## src/rtl/instr_fetch_unit_if.sv

```systemverilog
// Fetch-stage bus bundle: instruction-memory request/response, execute redirect,
// and the instruction handed to decode.
interface instr_fetch_unit_if;
  logic        imem_req;
  logic [31:0] imem_addr;
  logic        imem_ready;
  logic        imem_rvalid;
  logic [31:0] imem_rdata;
  logic        redirect_valid;
  logic [31:0] redirect_pc;
  logic        inst_valid;
  logic        inst_ready;
  logic [31:0] inst_out;
  logic [31:0] pc_out;

  modport master (
    output imem_req, imem_addr, inst_valid, inst_out, pc_out,
    input  imem_ready, imem_rvalid, imem_rdata, redirect_valid, redirect_pc, inst_ready
  );

  modport slave (
    input  imem_req, imem_addr, inst_valid, inst_out, pc_out,
    output imem_ready, imem_rvalid, imem_rdata, redirect_valid, redirect_pc, inst_ready
  );
endinterface

```

## src/rtl/instr_fetch_unit.sv

```systemverilog
// RV32I fetch stage: owns the PC, keeps up to DEPTH instructions in flight,
// queues returned words in order and squashes wrong-path work on redirect.
module instr_fetch_unit #(
  parameter logic [31:0] RESET_PC = 32'h0000_0000,
  parameter int          DEPTH    = 4
) (
  input  logic               clk,
  input  logic               rst_n,
  instr_fetch_unit_if.master ifu_if
);
  localparam int          PW      = (DEPTH > 1) ? $clog2(DEPTH) : 1;
  localparam int          CW      = $clog2(DEPTH + 1);
  localparam logic [CW:0] DEPTH_W = (CW+1)'(DEPTH);
  localparam logic [31:0] NOP     = 32'h0000_0013;

  typedef enum logic {FETCH, FLUSH} state_e;
  typedef struct packed {
    logic [31:0] pc;
    logic [31:0] inst;
  } entry_t;

  state_e        state_q, state_d;
  logic [31:0]   fetch_pc_q, fetch_pc_d, last_pc_q;
  logic          req_q, req_d;
  logic [CW-1:0] out_q, out_d, cnt_q, cnt_d, drop_q, drop_d;
  logic [PW-1:0] rd_q, rd_d, wr_q, wr_d, fl_rd_q, fl_wr_q;
  entry_t        q_mem [DEPTH];
  logic [31:0]   fl_pc [DEPTH];
  entry_t        head;
  logic          acc, rsp, redir, pop, push, head_vld;

  function automatic logic [PW-1:0] inc(input logic [PW-1:0] p);
    return (p == PW'(DEPTH - 1)) ? '0 : p + PW'(1);
  endfunction

  assign acc      = req_q & ifu_if.imem_ready;
  assign rsp      = ifu_if.imem_rvalid;
  assign redir    = ifu_if.redirect_valid;
  assign head_vld = (cnt_q != '0);
  // A redirect squashes the head, so decode never consumes it that cycle.
  assign pop      = head_vld & ifu_if.inst_ready & ~redir;

  always_ff @(posedge clk or negedge rst_n) begin
    if (!rst_n) state_q <= FETCH;
    else        state_q <= state_d;
  end

  always_comb begin
    state_d = state_q;
    if (redir)
      state_d = (drop_d != '0) ? FLUSH : FETCH;
    else if (state_q == FLUSH && rsp && drop_q == CW'(1))
      state_d = FETCH;
  end

  always_comb begin
    push               = (state_q == FETCH) & rsp & ~redir;
    head               = q_mem[rd_q];
    ifu_if.imem_req    = req_q;
    ifu_if.imem_addr   = fetch_pc_q;
    ifu_if.inst_valid  = head_vld;
    ifu_if.inst_out    = head_vld ? head.inst : NOP;
    ifu_if.pc_out      = head_vld ? head.pc   : last_pc_q;
  end

  always_comb begin
    out_d      = out_q + CW'(acc) - CW'(rsp);
    cnt_d      = cnt_q + CW'(push) - CW'(pop);
    fetch_pc_d = acc ? fetch_pc_q + 32'd4 : fetch_pc_q;
    rd_d       = pop  ? inc(rd_q) : rd_q;
    wr_d       = push ? inc(wr_q) : wr_q;
    drop_d     = drop_q;
    if (state_q == FLUSH && rsp) drop_d = drop_q - CW'(1);
    // Everything still outstanding after this edge, including a request accepted
    // right now, belongs to the wrong path.
    if (redir) begin
      fetch_pc_d = ifu_if.redirect_pc & ~32'd3;
      cnt_d      = '0;
      rd_d       = '0;
      wr_d       = '0;
      drop_d     = out_d;
    end
    req_d = ({1'b0, out_d} + {1'b0, cnt_d}) < DEPTH_W;
  end

  always_ff @(posedge clk or negedge rst_n) begin
    if (!rst_n) begin
      fetch_pc_q <= RESET_PC;
      req_q      <= 1'b0;
      out_q      <= '0;
      cnt_q      <= '0;
      drop_q     <= '0;
      rd_q       <= '0;
      wr_q       <= '0;
      fl_rd_q    <= '0;
      fl_wr_q    <= '0;
      last_pc_q  <= '0;
    end else begin
      fetch_pc_q <= fetch_pc_d;
      req_q      <= req_d;
      out_q      <= out_d;
      cnt_q      <= cnt_d;
      drop_q     <= drop_d;
      rd_q       <= rd_d;
      wr_q       <= wr_d;
      if (acc)      fl_wr_q   <= inc(fl_wr_q);
      if (rsp)      fl_rd_q   <= inc(fl_rd_q);
      if (head_vld) last_pc_q <= head.pc;
    end
  end

  // In-flight PCs stay in lockstep with memory order even for dropped responses.
  always_ff @(posedge clk) begin
    if (acc)  fl_pc[fl_wr_q] <= fetch_pc_q;
    if (push) q_mem[wr_q]    <= '{pc: fl_pc[fl_rd_q], inst: ifu_if.imem_rdata};
  end
endmodule

```

## src/flat_wrapper.sv

```systemverilog
// flat-port wrapper written by rule: the top's interface ports become plain ports
module instr_fetch_unit_flat 
#(
  parameter logic [31:0] RESET_PC = 32'h0000_0000,
  parameter int          DEPTH    = 4
)
  (clk, rst_n, ifu_if_imem_req, ifu_if_imem_addr, ifu_if_inst_valid, ifu_if_inst_out, ifu_if_pc_out, ifu_if_imem_ready, ifu_if_imem_rvalid, ifu_if_imem_rdata, ifu_if_redirect_valid, ifu_if_redirect_pc, ifu_if_inst_ready);
  instr_fetch_unit_if ifu_if_i ();
  input  logic clk;
  input  logic rst_n;
  output wire logic [$bits(ifu_if_i.imem_req)-1:0] ifu_if_imem_req;
  output wire logic [$bits(ifu_if_i.imem_addr)-1:0] ifu_if_imem_addr;
  output wire logic [$bits(ifu_if_i.inst_valid)-1:0] ifu_if_inst_valid;
  output wire logic [$bits(ifu_if_i.inst_out)-1:0] ifu_if_inst_out;
  output wire logic [$bits(ifu_if_i.pc_out)-1:0] ifu_if_pc_out;
  input wire logic [$bits(ifu_if_i.imem_ready)-1:0] ifu_if_imem_ready;
  input wire logic [$bits(ifu_if_i.imem_rvalid)-1:0] ifu_if_imem_rvalid;
  input wire logic [$bits(ifu_if_i.imem_rdata)-1:0] ifu_if_imem_rdata;
  input wire logic [$bits(ifu_if_i.redirect_valid)-1:0] ifu_if_redirect_valid;
  input wire logic [$bits(ifu_if_i.redirect_pc)-1:0] ifu_if_redirect_pc;
  input wire logic [$bits(ifu_if_i.inst_ready)-1:0] ifu_if_inst_ready;
  assign ifu_if_imem_req = ifu_if_i.imem_req;
  assign ifu_if_imem_addr = ifu_if_i.imem_addr;
  assign ifu_if_inst_valid = ifu_if_i.inst_valid;
  assign ifu_if_inst_out = ifu_if_i.inst_out;
  assign ifu_if_pc_out = ifu_if_i.pc_out;
  assign ifu_if_i.imem_ready = ifu_if_imem_ready;
  assign ifu_if_i.imem_rvalid = ifu_if_imem_rvalid;
  assign ifu_if_i.imem_rdata = ifu_if_imem_rdata;
  assign ifu_if_i.redirect_valid = ifu_if_redirect_valid;
  assign ifu_if_i.redirect_pc = ifu_if_redirect_pc;
  assign ifu_if_i.inst_ready = ifu_if_inst_ready;
  instr_fetch_unit #(.RESET_PC(RESET_PC), .DEPTH(DEPTH)) u_core (.clk(clk), .rst_n(rst_n), .ifu_if(ifu_if_i));
endmodule
```

## config.mk

```make
export PLATFORM = sky130hd
export DESIGN_NAME = instr_fetch_unit_flat
export DESIGN_NICKNAME = d
export VERILOG_FILES = /design/src/rtl/instr_fetch_unit_if.sv /design/src/rtl/instr_fetch_unit.sv /design/src/flat_wrapper.sv
export SDC_FILE = /design/constraint.sdc
export NUM_CORES = 1
export LEC_CHECK = 0
export CAP_MARGIN = 20
export CELL_PAD_IN_SITES_DETAIL_PLACEMENT = 1
export CELL_PAD_IN_SITES_GLOBAL_PLACEMENT = 1
export CORE_MARGIN = 4
export CORE_UTILIZATION = 24
export CTS_BUF_LIST = sky130_fd_sc_hd__clkbuf_8
export DETAILED_ROUTE_END_ITERATION = 10
export PLACE_DENSITY = 0.42
export SYNTH_ARGS = -nofsm -noshare
export SYNTH_HDL_FRONTEND = slang
export SYNTH_SLANG_ARGS = --single-unit
```

## constraint.sdc

```tcl
create_clock -name clk -period 7.7 [get_ports clk]
set_input_delay 0.77 -clock clk [delete_from_list [all_inputs] [get_ports clk]]
set_output_delay 0.77 -clock clk [all_outputs]
set_load 0.005 [all_outputs]
```

==> impl_metrics.tcl <==
set metrics [dict create \
    grt_setup_unrepaired "false" \
    die_x_um 278 \
    core_region_area_um2 72000 \
    post-dp-hpwl_mm 26.9 \
    ys_ff_latch 449 \
    slew_viol_final 0 \
    insertion_delay_ns 0.64 \
    relSlewSlack_pct 30.6 \
    max_stage_delay_ns 1.05 \
    htreeDepth 3 \
    worst-path-buf-inv 2 \
    p_int_w 0.00506 \
    vias_per_cell 4.27 \
    route.detailed.drc 0 \
    pwr_density_cell_nw_per_um2 330 \
    syn-instance-count 965 \
    die_h_um 278 \
    yosys-top-cells-area "edfxtp_1 63%, mux4_2 12%, dfrtp_1 12%, nand2_1 2.7%, and2_1 1.4%" \
    finClkSkew_ns 0.0248 \
    rows 98 \
    grt_pass1_vias 10638 \
    async_flop_share_pct 18.0 \
    drive_gt1_share_pct 19.0 \
    finalWirelength_mm 45.7 \
    cts_tree "done" \
    yosysTopAreaCell "edfxtp_1" \
    ys_seq_area_share_pct 74.6 \
    finalCritPeriodShare_pct 57.0 \
    grt_use_total_pct 11.9 \
    synth_top_flop_cell "edfxtp_1" \
    detail-route-antenna-nets 0 \
    cts_hold_buf 0 \
    syn_avg_cell_area_um2 18.2 \
    hold_class "in -> async" \
    startpoint_type "flip-flop" \
    worstSetupPathType "reg -> out" \
    clkPwrFrac_pct 29.8 \
    cp_cell_sequence "buf_4 -> mux4_2 -> or2_2 -> clkdlybuf4s50_1" \
    power_switching_w 0.00215 \
    synth_most_common_cell "edfxtp_1" \
    synth_xor_xnor_area_share_pct 0.900 \
    cp_slowest_cell "dfrtp_4" \
    synth_area_um2 17500 \
    dieArea_um2 77400 \
    setup_tns_ns 0 \
    netlist.area_leader.share_pct 63.1 \
    seq_power_share_pct 45.1 \
    gp_congestion 0.690 \
    cts_resized 0 \
    dr.pass1.iters 4 \
    grt_pass1_wl_mm 69.1 \
    critical_path_arrival_ns 3.62 \
    clockBufferDepth 3 \
    antenna_found_initial 2 \
    synth_simple_gate_area_share_pct 7.33 \
    post_cts_buffers 0 \
    gr-total-overflow 0 \
    cp_top_family "buffers and inverters" \
    grt_max_degree 62 \
    start_util_pct 24.3 \
    synth-compound-area-share_pct 1.96 \
    root_buffer "clkbuf_8" \
    irDropWorstVdd_v 0.000115 \
    finalSetupViolCount 0 \
    synth_cell_types 41 \
    cp-end-kind "output port" \
    period_needed_ns 4.39 \
    synth_warnings 0 \
    synth_top_family_by_area "multiplexers" \
    required_ns 6.93 \
    fmax_mhz 228 \
    swShare_pct 29.9 \
    muxShareOfSynthArea_pct 12.1 \
    hold_violations 0 \
    ios 168 \
    drv_cap 0 \
    cts_sinks 449 \
    area_growth_pct 24.6 \
    synthTopCellsByCount "368 x edfxtp_1, 124 x nand2_1, 92 x mux4_2" \
    tightestPinTransition_ns 1.04 \
    hold_slack_ns 0.109 \
    vias 9423 \
    p_leak_nw 7.37 \
    portBuffers 163 \
    outcome "complete, no violations" \
    drt_iter0_drc 461 \
    nFillCells 7442 \
    synth_adder_area_share_pct 1.59 \
    clkTransAtPathRegs_ns 0.06 \
    detail_route.wl_per_cell_um 20.7 \
    crit_fanout 43 \
    cts-buffers-inserted 84 \
    synth_edf_count 368 \
    p_comb_share_pct 25.0 \
    nets 1276 \
]
[metrics by stage]
stage / worst slack, ns / instance area (um2) / util (%) / cells / total power, W
6_report: 3.31 / 21800 / 30.3 / 2207 / 0.00721
4_1_cts: 3.06 / 21800 / 30.3 / 2206 / 0.00743
3_5_place_dp: 3.80 / 20300 / 28.2 / 2049 / 0.00522
2_1_floorplan: 4.46 / 17500 / - / 966 / 0.00417
3_3_place_gp: 3.78 / 20300 / 28.2 / 2049 / 0.00519
5_1_grt: 2.96 / 21800 / 30.3 / 2206 / 0.00769
[power groups by stage]
| stage | clock network, W | logic [W] | registers [W] |
|---|---|---|---|
| floorplan | 0 | 0.00101 | 0.00316 |
| global placement | 0 | 0.00188 | 0.00331 |
| detailed placement | 0 | 0.00189 | 0.00332 |
| CTS | 0.00226 | 0.00190 | 0.00327 |
| global route | 0.00237 | 0.00202 | 0.00330 |
| finish | 0.00215 | 0.00180 | 0.00326 |
[cell usage in the layout, fill, tap and decap left out, types with 12 or more instances in the layout]
cell / count
a31oi_1: 15
and2_1: 34
buf_4: 12
clkbuf_8: 90
clkdlybuf4s50_1: 161
clkinv_1: 19
clkinv_2: 15
dfrtp_1: 77
edfxtp_1: 368
ha_1: 19
inv_1: 46
mux4_2: 92
nand2_1: 124
nand3_1: 14
nor2_1: 23
o21ai_0: 22
o31ai_1: 12
or4_1: 15
[worst paths after layout]
check	from	slack [ns]	endpoint	cells after the start
max	u_core.rd_q[0]$_DFFE_PN0P_	3.31	ifu_if_inst_out[1]	4
min	rst_n	0.11	u_core.last_pc_q[14]$_DFF_PN0_	1
max reg2reg	u_core.cnt_q[1]$_DFF_PN0_	4.29	u_core.ifu_if.imem_req$_DFF_PN0_	14
min reg2reg	u_core.last_pc_q[16]$_DFF_PN0_	0.46	u_core.last_pc_q[16]$_DFF_PN0_	2
max in group asynchronous	rst_n	6.43	u_core.rd_q[0]$_DFFE_PN0P_	2
min in group clk	u_core.last_pc_q[16]$_DFF_PN0_	0.46	u_core.last_pc_q[16]$_DFF_PN0_	2
[cell type report]
class                           instances  area [um2]  share of cell area [%]
Antenna cell                            1        2.50                  0.0115
Clock inverter                         67         322                    1.47
Tap cell                              950        1190                    5.45
Timing Repair Buffer                  174        1710                    7.82
Inverter                               21        78.8                   0.361
Sequential cell                       449       13100                    59.9
Clock buffer                           90        1240                    5.67
Multi-Input combinational cell        455        4210                    19.3
[per-layer routing]
metal  vias to the layer above  track usage (%)  wire (um)  part of all wire [%]
met5                         -                0         13                 0.028
met4                         2             3.83        963                   2.1
met3                        80             2.85       2230                   4.9
met2                       231             19.4      21700                    48
met1                      4884             15.6      20800                    45
li1                       4226                -          -                     -
[state kept, by name (all words and copies together) (netlist names), 3 cells and up]
register                 count
u_core.ifu_if.imem_addr     30
u_core.cnt_q                 3
u_core.fl_pc               120
u_core.last_pc_q            32
u_core.q_mem               248
u_core.out_q                 3
u_core.drop_q                3
[worst register-to-register path, cell delays in order, from the launching register on]
cell,delay [ns]
dfrtp_1,0.41
nor3_2,0.16
buf_4,0.45
inv_2,0.08
nand2_1,0.16
nor2_1,0.06
ha_1,0.29
inv_1,0.04
ha_1,0.21
fa_1,0.38
xnor2_1,0.21
nor2_1,0.09
ha_1,0.30
or3_1,0.30
a31oi_1,0.17
[cells by family after synthesis]
group,Yosys count
compound gates,57
buf+inv,62
other cells,1
flops,449
fa+ha+maj,21
mux,97
xor+xnor,18
simple gates,260
Note: power is estimated with default switching activity, not from simulation.
